## config.mk

```make
export PLATFORM = sky130hd
export DESIGN_NAME = key_event_scheduler
export DESIGN_NICKNAME = d
export VERILOG_FILES = /design/src/rtl/key_event_scheduler_pkg.sv /design/src/rtl/key_event_scheduler_debounce.sv /design/src/rtl/key_event_scheduler.sv
export SDC_FILE = /design/constraint.sdc
export NUM_CORES = 1
export LEC_CHECK = 0
export CORE_UTILIZATION = 60
export DETAILED_ROUTE_END_ITERATION = 10
export MAX_ROUTING_LAYER = met4
export PLACE_DENSITY = 0.87
export SLEW_MARGIN = 20
export SYNTH_ARGS = -nofsm -noshare
export SYNTH_HDL_FRONTEND = slang
export SYNTH_SLANG_ARGS = --single-unit
export TNS_END_PERCENT = 1
```

## constraint.sdc

```tcl
create_clock -name iClock -period 5.4 [get_ports iClock]
set_input_delay 1.08 -clock iClock [delete_from_list [all_inputs] [get_ports iClock]]
set_output_delay 1.08 -clock iClock [all_outputs]
set_load 0.01 [all_outputs]
```

## src/rtl/key_event_scheduler_pkg.sv

```systemverilog
// Shared definitions for the key event scheduler: event encodings and
// width helpers used to size counters and key indices.
package key_event_scheduler_pkg;

    localparam logic [1:0] EV_PRESS   = 2'b01;
    localparam logic [1:0] EV_RELEASE = 2'b10;
    localparam logic [1:0] EV_REPEAT  = 2'b11;

    // Counter width able to hold every value 0..value without wrapping.
    function automatic int cnt_width(input int value);
        return $clog2(value) + 1;
    endfunction

    // Width of a key index; at least one bit even for a single key.
    function automatic int idx_width(input int count);
        if (count > 1) begin
            return $clog2(count);
        end else begin
            return 1;
        end
    endfunction

    function automatic int max_of(input int a, input int b);
        if (a > b) begin
            return a;
        end else begin
            return b;
        end
    endfunction

endpackage

```

## src/rtl/key_event_scheduler_debounce.sv

```systemverilog
// One key lane: two-flop synchroniser, integrating debounce, hold/repeat
// timer and a single-entry pending event slot.
module key_debounce_unit
    import key_event_scheduler_pkg::*;
#(
    parameter int STABLE_TICKS = 4,
    parameter int HOLD_TICKS   = 100,
    parameter int REPEAT_TICKS = 25
) (
    input  logic       clk,
    input  logic       rst_n,
    input  logic       key_raw,
    input  logic       tick,
    input  logic       take,
    output logic       state,
    output logic       pend_valid,
    output logic [1:0] pend_type,
    output logic       drop
);

    localparam int SW = cnt_width(STABLE_TICKS);
    localparam int HW = cnt_width(max_of(HOLD_TICKS, REPEAT_TICKS));
    localparam logic [SW-1:0] STABLE_LIM = SW'(STABLE_TICKS);
    localparam logic [HW-1:0] HOLD_LIM   = HW'(HOLD_TICKS);
    localparam logic [HW-1:0] REPEAT_LIM = HW'(REPEAT_TICKS);

    logic [1:0]    sync_q,  sync_d;
    logic          state_q, state_d;
    logic [SW-1:0] scnt_q,  scnt_d;
    logic [HW-1:0] hold_q,  hold_d;
    logic          rep_q,   rep_d;
    logic          pv_q,    pv_d;
    logic [1:0]    pt_q,    pt_d;
    logic          post_s;
    logic [1:0]    post_type_s;
    logic [HW-1:0] hold_lim_s;

    assign state      = state_q;
    assign pend_valid = pv_q;
    assign pend_type  = pt_q;

    // Next-state for sync, debounce, hold/repeat timer and the pending slot.
    always_comb begin
        sync_d      = {sync_q[0], key_raw};
        state_d     = state_q;
        scnt_d      = scnt_q;
        hold_d      = hold_q;
        rep_d       = rep_q;
        pv_d        = pv_q;
        pt_d        = pt_q;
        post_s      = 1'b0;
        post_type_s = EV_PRESS;
        drop        = 1'b0;
        hold_lim_s  = rep_q ? REPEAT_LIM : HOLD_LIM;

        if (tick) begin
            if (sync_q[1] == state_q) begin
                scnt_d = '0;
            end else if (scnt_q + 1'b1 == STABLE_LIM) begin
                state_d     = sync_q[1];
                scnt_d      = '0;
                post_s      = 1'b1;
                post_type_s = sync_q[1] ? EV_PRESS : EV_RELEASE;
            end else begin
                scnt_d = scnt_q + 1'b1;
            end

            // A release tick clears the timer before it can fire a repeat.
            if (!state_q || post_s) begin
                hold_d = '0;
                rep_d  = 1'b0;
            end else if (hold_q + 1'b1 == hold_lim_s) begin
                hold_d      = '0;
                rep_d       = 1'b1;
                post_s      = 1'b1;
                post_type_s = EV_REPEAT;
            end else begin
                hold_d = hold_q + 1'b1;
            end
        end else begin
            scnt_d = scnt_q;
        end

        // A post coinciding with the arbiter taking the slot refills it silently.
        if (post_s) begin
            pv_d = 1'b1;
            pt_d = post_type_s;
            drop = pv_q && !take;
        end else if (take) begin
            pv_d = 1'b0;
        end else begin
            pv_d = pv_q;
        end
    end

    // Lane state registers.
    always_ff @(posedge clk or negedge rst_n) begin
        if (!rst_n) begin
            sync_q  <= 2'b00;
            state_q <= 1'b0;
            scnt_q  <= '0;
            hold_q  <= '0;
            rep_q   <= 1'b0;
            pv_q    <= 1'b0;
            pt_q    <= 2'b00;
        end else begin
            sync_q  <= sync_d;
            state_q <= state_d;
            scnt_q  <= scnt_d;
            hold_q  <= hold_d;
            rep_q   <= rep_d;
            pv_q    <= pv_d;
            pt_q    <= pt_d;
        end
    end

endmodule

```

## src/rtl/key_event_scheduler.sv

```systemverilog
// Multi-key front end: sample-tick prescaler, per-key debounce lanes and a
// round-robin arbiter feeding one registered valid/ready event stream.
module key_event_scheduler
    import key_event_scheduler_pkg::*;
#(
    parameter int NUM_KEYS     = 4,
    parameter int TICK_DIV     = 50000,
    parameter int STABLE_TICKS = 4,
    parameter int HOLD_TICKS   = 100,
    parameter int REPEAT_TICKS = 25
) (
    input  logic                            iClock,
    input  logic                            iResetN,
    input  logic [NUM_KEYS-1:0]             iKey,
    output logic [NUM_KEYS-1:0]             oKeyState,
    output logic                            oEventValid,
    input  logic                            iEventReady,
    output logic [idx_width(NUM_KEYS)-1:0]  oEventKey,
    output logic [1:0]                      oEventType,
    output logic                            oDrop
);

    localparam int KW   = idx_width(NUM_KEYS);
    localparam int SUMW = KW + 1;
    localparam int PW   = cnt_width(TICK_DIV);
    localparam logic [PW-1:0]   PRESC_LAST = PW'(TICK_DIV - 1);
    localparam logic [KW-1:0]   KEY_LAST   = KW'(NUM_KEYS - 1);
    localparam logic [SUMW-1:0] KEY_COUNT  = SUMW'(NUM_KEYS);

    logic [PW-1:0]              presc_q, presc_d;
    logic                       tick_s;
    logic                       valid_q, valid_d;
    logic [KW-1:0]              key_q,   key_d;
    logic [1:0]                 type_q,  type_d;
    logic [KW-1:0]              ptr_q,   ptr_d;
    logic                       drop_q,  drop_d;
    logic [NUM_KEYS-1:0]        key_state_s;
    logic [NUM_KEYS-1:0]        pend_valid_s;
    logic [NUM_KEYS-1:0][1:0]   pend_type_s;
    logic [NUM_KEYS-1:0]        drop_s;
    logic [NUM_KEYS-1:0]        take_s;
    logic                       found_s;
    logic [KW-1:0]              sel_s;
    logic [KW-1:0]              idx_s;
    logic [SUMW-1:0]            sum_s;

    assign oKeyState   = key_state_s;
    assign oEventValid = valid_q;
    assign oEventKey   = key_q;
    assign oEventType  = type_q;
    assign oDrop       = drop_q;

    for (genvar g = 0; g < NUM_KEYS; g++) begin : g_key
        key_debounce_unit #(
            .STABLE_TICKS (STABLE_TICKS),
            .HOLD_TICKS   (HOLD_TICKS),
            .REPEAT_TICKS (REPEAT_TICKS)
        ) u_key (
            .clk        (iClock),
            .rst_n      (iResetN),
            .key_raw    (iKey[g]),
            .tick       (tick_s),
            .take       (take_s[g]),
            .state      (key_state_s[g]),
            .pend_valid (pend_valid_s[g]),
            .pend_type  (pend_type_s[g]),
            .drop       (drop_s[g])
        );
    end

    // Sample-tick prescaler: one-clock tick at the last count, then wrap.
    always_comb begin
        tick_s = (presc_q == PRESC_LAST);
        if (tick_s) begin
            presc_d = '0;
        end else begin
            presc_d = presc_q + 1'b1;
        end
    end

    // Round-robin search for the first pending key at or after the pointer.
    always_comb begin
        found_s = 1'b0;
        sel_s   = '0;
        sum_s   = '0;
        idx_s   = '0;
        for (int i = 0; i < NUM_KEYS; i++) begin
            sum_s = {1'b0, ptr_q} + SUMW'(i);
            if (sum_s >= KEY_COUNT) begin
                sum_s = sum_s - KEY_COUNT;
            end else begin
                sum_s = sum_s;
            end
            idx_s = sum_s[KW-1:0];
            if (!found_s && pend_valid_s[idx_s]) begin
                found_s = 1'b1;
                sel_s   = idx_s;
            end else begin
                found_s = found_s;
            end
        end
    end

    // Output register load and slot take; held while stalled.
    always_comb begin
        valid_d = valid_q;
        key_d   = key_q;
        type_d  = type_q;
        ptr_d   = ptr_q;
        take_s  = '0;
        drop_d  = |drop_s;
        if (!valid_q || iEventReady) begin
            if (found_s) begin
                valid_d       = 1'b1;
                key_d         = sel_s;
                type_d        = pend_type_s[sel_s];
                take_s[sel_s] = 1'b1;
                ptr_d         = (sel_s == KEY_LAST) ? '0 : sel_s + 1'b1;
            end else begin
                valid_d = 1'b0;
            end
        end else begin
            valid_d = valid_q;
        end
    end

    // Prescaler, arbiter and output registers.
    always_ff @(posedge iClock or negedge iResetN) begin
        if (!iResetN) begin
            presc_q <= '0;
            valid_q <= 1'b0;
            key_q   <= '0;
            type_q  <= 2'b00;
            ptr_q   <= '0;
            drop_q  <= 1'b0;
        end else begin
            presc_q <= presc_d;
            valid_q <= valid_d;
            key_q   <= key_d;
            type_q  <= type_d;
            ptr_q   <= ptr_d;
            drop_q  <= drop_d;
        end
    end

endmodule

```

Word-level counts from Yosys, hierarchy flattened:

Index checks and enable logic that the tools add are counted.

* bits in registers: 97
* input bits: 7
* word-level logic and storage cells: 239

* add/subtract/negate cells: 17
* order comparisons: 10
* equality and inequality tests: 14
* muxes and demuxes: 117
* bitwise gates (word level): 4
* reduce and logical (&&, ||, !) cells: 43

Operator list (number)
* $mux 2: 34
* $mux 8: 8
* $mux 1: 54
* $add 8x1->8 const B: 4
* $eq 8x8->1: 4
* $mux 7: 4
* $mux 3: 8
* $add 17x1->17 const B: 1
* $eq 17x16->1 const B: 1
* $mux 17: 1
* $reduce_bool 2->1: 8
* $lt 2x3->1 const B: 5
* $add 3x1->3 const B: 4
* $eq 3x3->1 const B: 4
* $logic_not 1->1: 12
* $reduce_and 3->1: 4
* $reduce_and 2->1: 5
* $ge 3x3->1 const B: 3
* $bmux 1 s2: 4
* $logic_and 1x1->1: 8
* $mux 4: 2
* $sub 2x1->2 const B: 4
* $add 2x2->3 const B: 2
* $logic_or 1x1->1: 5
* other kinds (10): 16

Depth between registers and ports, before layout:

* word-level depth: 24
* mapped depth: 12

Hierarchy:

A second synthesis with hierarchy kept.

* cell total of the unflattened synthesis: 596
* area total of the unflattened synthesis: 5800.6 um2

Modules (own cells, without submodules)
* key_debounce_unit (g_key[0].u_key ...): times used 3, cells an instance 115, area each 1123.6 um2
* key_event_scheduler: times used 1, cells an instance 135, area each 1320.0 um2
* key_debounce_unit (g_key[3].u_key): times used 1, cells an instance 116, area each 1109.8 um2

Worst setup path before layout:

No wires, ideal clock.

* path kind: register -> register
* start: register g_key[0].u_key.hold_q[1]
* end: register g_key[0].u_key.hold_q[0]
* setup time: 128 ps
* arrival time: 2122 ps
* required time: 5272 ps
* setup slack: 3151 ps
* cell stages (with the launch flop): 9
* buffers on the path: 1
* clock period less this slack: 2249 ps
* path through: dfrtp_1 -> ha_1 -> nand3_1 -> a2111oi_1 -> a311oi_2 -> o31ai_2 -> or2_1 -> buf_6 -> o21ai_0

* word-level cells in the longest chain between the ends: 4

Ends and longest elaborated chain
* start, declared: RTL line key_event_scheduler_debounce.sv:30 `logic [HW-1:0] hold_q, hold_d;`
* start signal, assigned: RTL line key_event_scheduler_debounce.sv:110 `hold_q <= hold_d;`
* $add 8x1->8: RTL line key_event_scheduler_debounce.sv:72 `end else if (hold_q + 1'b1 == hold_lim_s) begin`
* $eq 8x8->1: RTL line key_event_scheduler_debounce.sv:72
* $mux 8: RTL line key_event_scheduler_debounce.sv:72
* $mux 8: RTL line key_event_scheduler_debounce.sv:69 `if (!state_q || post_s) begin`

Every way passes these cells.
A chain may end at the register's enable or synchronous reset.

Final worst setup path:

* start: register g_key[0].u_key.hold_q[0]
* end: register g_key[0].u_key.hold_q[0]

* word-level cells in the longest chain between the ends: 4

Ends and longest elaborated chain (RTL line)
* $add 8x1->8 (*): key_event_scheduler_debounce.sv:72, key_event_scheduler_debounce.sv:78
* $eq 8x8->1: key_event_scheduler_debounce.sv:72
* $mux 8 (*): key_event_scheduler_debounce.sv:72
* $mux 8 (*): key_event_scheduler_debounce.sv:69

Every way passes the cells marked *; elsewhere a longest branch is shown, timed or not.

==> flow_summary_export.csv <==
group,metric,value,unit
outcome,status,"finished, final reports clean",
timing,drv_slew,0,
clock_network,insertion_delay,0.36,ns
finish,layout_commonest_cell,"dfrtp_1",
clock_network,hold_buffers,0,
worst_setup_path,crit_arrival,2.99,ns
floorplanning,io_pins,17,
detailed_routing,drt_iter0_drc,257,
worst_setup_path,cp-start-kind,"flip-flop",
yosys,ys_seq_elements,97,
detailed_routing,wirelength,11.7,mm
job,cap_violations,0,
yosys,synth_xor_xnor_area_share,4.48,%
power_and_ir_drop,sequentialPowerShare,52.1,%
detailed_routing,vias,4717,
finish,final_util,65.3,%
yosys,yosysWarnings,0,
yosys,async_flop_share,100,%
floorplanning,rows,35,
clock_network,post_cts_buffers,0,
power_and_ir_drop,ir_drop,0.148,mV
worst_setup_path,crit_fanout,12,
timing,hold_viol,0,
clock_network,clk_pin_slew,0.09,ns
global_route,grt_max_degree,74,
timing,fin_crit,2.76,ns
global_route,globalRouteOverflowTotal,0,
floorplanning,initial_core_util,61.6,%
timing,fmax,363,MHz
timing,fin_skew,0.0101,ns
power_and_ir_drop,p_leak,2.55,nW
finish,diodes,0,
yosys,synth.distinct_cells,71,
yosys,muxShareOfSynthArea,1.48,%
power_and_ir_drop,finalPower,1.51,mW
yosys,synthFlopType,"dfrtp_1",
clock_network,clkSinkCount,97,
power_and_ir_drop,p_sw_share,27.5,%
yosys,synth_edf_count,0,
worst_hold_path,holdCritPathClass,"flip-flop to flip-flop",
yosys,syn-cell-area,5670,um^2
power_and_ir_drop,power-per-cell-area,252,nW/um^2
worst_setup_path,path_delay_family,"compound AO/OA/AOI/OAI gates",
global_route,first_global_vias,4393,
clock_network,cts_tree,"built",
yosys,synth-simple-area-share,23.5,%
detailed_routing,drc,0,
worst_setup_path,path_class,"flip-flop to flip-flop",
clock_network,cts-htree-levels,3,
placed_design,portBuffers,16,
yosys,synthAdderAreaFrac,3.09,%
power_and_ir_drop,power_switching,0.416,mW
detailed_routing,final_antenna_net_count,0,
yosys,synth.avg_cell_area,9.02,um^2
timing,fin_setup_tns,0,ns
finish,most-common-layout-cells,"dfrtp_1 (97), nand2_1 (83), o21ai_0 (51)",
finish,multi_input_area,2990,um^2
global_route,antenna_found_initial,0,
detailed_routing,viasPerCell,6.44,
worst_setup_path,critical_path_required,5.63,ns
timing,rsz0062_at_grt,"no",
worst_setup_path,critPathBufInv,0,
power_and_ir_drop,p_int,1.10,mW
global_route,grt_first_pass_wirelength,20.1,mm
detailed_routing,wl_per_cell,16.0,um
clock_network,cts_resized,0,
yosys,synth_top_family_by_area,"simple AND/OR/NAND/NOR gates",
placed_design,place_congestion,0.887,
clock_network,cts_root_buf,"clkbuf_8",
timing,worst_pin_slew,0.916,ns
worst_setup_path,end_kind,"flip-flop",
power_and_ir_drop,clkPwrFrac,33.2,%
finish,layout.nets,637,
power_and_ir_drop,pwr-share-comb,14.7,%
placed_design,hpwl,7.93,mm
worst_setup_path,slowest_delay,0.54,ns
timing,slew_headroom,38.9,%
floorplanning,die_w,99.2,um
finish,seq_area,2430,um^2
floorplanning,coreArea,9200,um^2
finish,area_delta_synth_final,5.92,%
yosys,seq_area_frac_synth,42.8,%
yosys,netlist_instances,628,
yosys,syn_nets,649,
worst_setup_path,path_cells,"ha_1, nand3_1, a2111oi_1, a311oi_2, o31ai_2, or2_1, o21ai_0",
yosys,synth_compound_area_share,20.2,%
floorplanning,die_h,99.2,um
timing,setup_violations,0,
worst_setup_path,cp_slowest_cell,"dfrtp_1",
finish,fillerInstances,718,
clock_network,clk_path_buf_depth,2,
timing,min_period_over_period,51.0,%
floorplanning,die_area,9840,um^2
clock_network,cts_buffers,9,
global_route,grt_util_all_layers,26.0,%
finish,drive_gt1_share,7.09,%
detailed_routing,drt_pre_antenna_iters,7,
power by group through the flow:
stage,sequential [mW],clock [mW],combinational (mW)
after global routing,0.790,0.538,0.252
after detailed placement,0.801,0,0.221
after floorplan,0.798,0,0.142
after global placement,0.798,0,0.204
final,0.787,0.502,0.222
after CTS,0.786,0.510,0.221
final timing paths:
check	from	to	slack, ns	cells after the start
max	g_key[0].u_key.hold_q[0]	g_key[0].u_key.hold_q[0]	2.64	7
min	g_key[1].u_key.sync_q[0]	g_key[1].u_key.sync_q[1]	0.36	0
max reg2reg	g_key[0].u_key.hold_q[0]	g_key[0].u_key.hold_q[0]	2.64	7
min reg2reg	g_key[1].u_key.sync_q[0]	g_key[1].u_key.sync_q[1]	0.36	0
max in group asynchronous	iResetN	g_key[2].u_key.sync_q[1]	3.66	2
min in group asynchronous	iResetN	g_key[1].u_key.hold_q[2]	0.85	1
metal layers:
| metal | vias to the layer above | wire length (um) | track usage [%] |
|---|---|---|---|
| li1 | 2257 | - | - |
| met1 | 2292 | 5200 | 32.1 |
| met2 | 145 | 5830 | 42.5 |
| met3 | 23 | 507 | 4.36 |
| met4 | 0 | 201 | 10.9 |
| met5 | - | 0 | - |
logic make-up (layout without fill, tap and decap cells):
kind of cell / after synthesis / count (layout)
buf+inv: 57 / 50
simple gates: 253 / 253
compound gates: 170 / 170
fa+ha+maj: 14 / 14
mux: 8 / 8
xor+xnor: 29 / 29
flops: 97 / 97
registers in the layout, indices dropped and copies added, names as in the netlist:
signal,count
ptr_q,2
g_key.u_key.sync_q,8
oEventValid,1
oDrop,1
presc_q,17
oEventKey,2
g_key.u_key.scnt_q,12
g_key.u_key.rep_q,4
g_key.u_key.pend_type,8
oEventType,2
g_key.u_key.state,4
g_key.u_key.hold_q,32
g_key.u_key.pend_valid,4
stage by stage:
stage,setup slack [ns],hold WS (ns),cells,cell area [um^2]
after floorplan,3.15,0.331,628,5670
after global placement,2.51,0.333,716,5790
after detailed placement,2.41,0.340,716,5790
after CTS,2.69,0.362,732,6000
after global routing,2.46,0.368,732,6000
final,2.64,0.358,732,6000
synth_stat cells (5+ instances only):
library cell,n,area [um^2]
dfrtp_1,97,2430
nand2_1,83,312
o21ai_0,51,255
nor2_1,40,150
a21oi_1,37,185
clkbuf_1,26,97.6
nand3_1,23,115
inv_1,15,56.3
xnor2_1,15,131
ha_1,14,175
nand2b_1,14,87.6
xor2_1,14,123
nor3_1,13,65.1
o31ai_1,10,75.1
buf_2,8,40.0
nand4_1,8,50.1
nor2b_1,8,50.1
and3_1,7,43.8
nand3b_1,7,52.6
a22o_1,6,52.6
and2_1,6,37.5
buf_4,6,45.0
o22ai_1,6,37.5
mux2i_1,5,50.1
nor4_1,5,31.3
o31ai_2,5,62.6
o41ai_1,5,43.8
area by class of cell:
cell class / instances / area share, %
clock buffer: 12 / 2.75
clock inverter: 4 / 0.813
inverter: 15 / 0.938
multi-input combinational: 474 / 49.7
sequential: 97 / 40.4
tap: 111 / 2.31
timing repair buffer: 19 / 3.00
(Power assumes the default switching activity.)
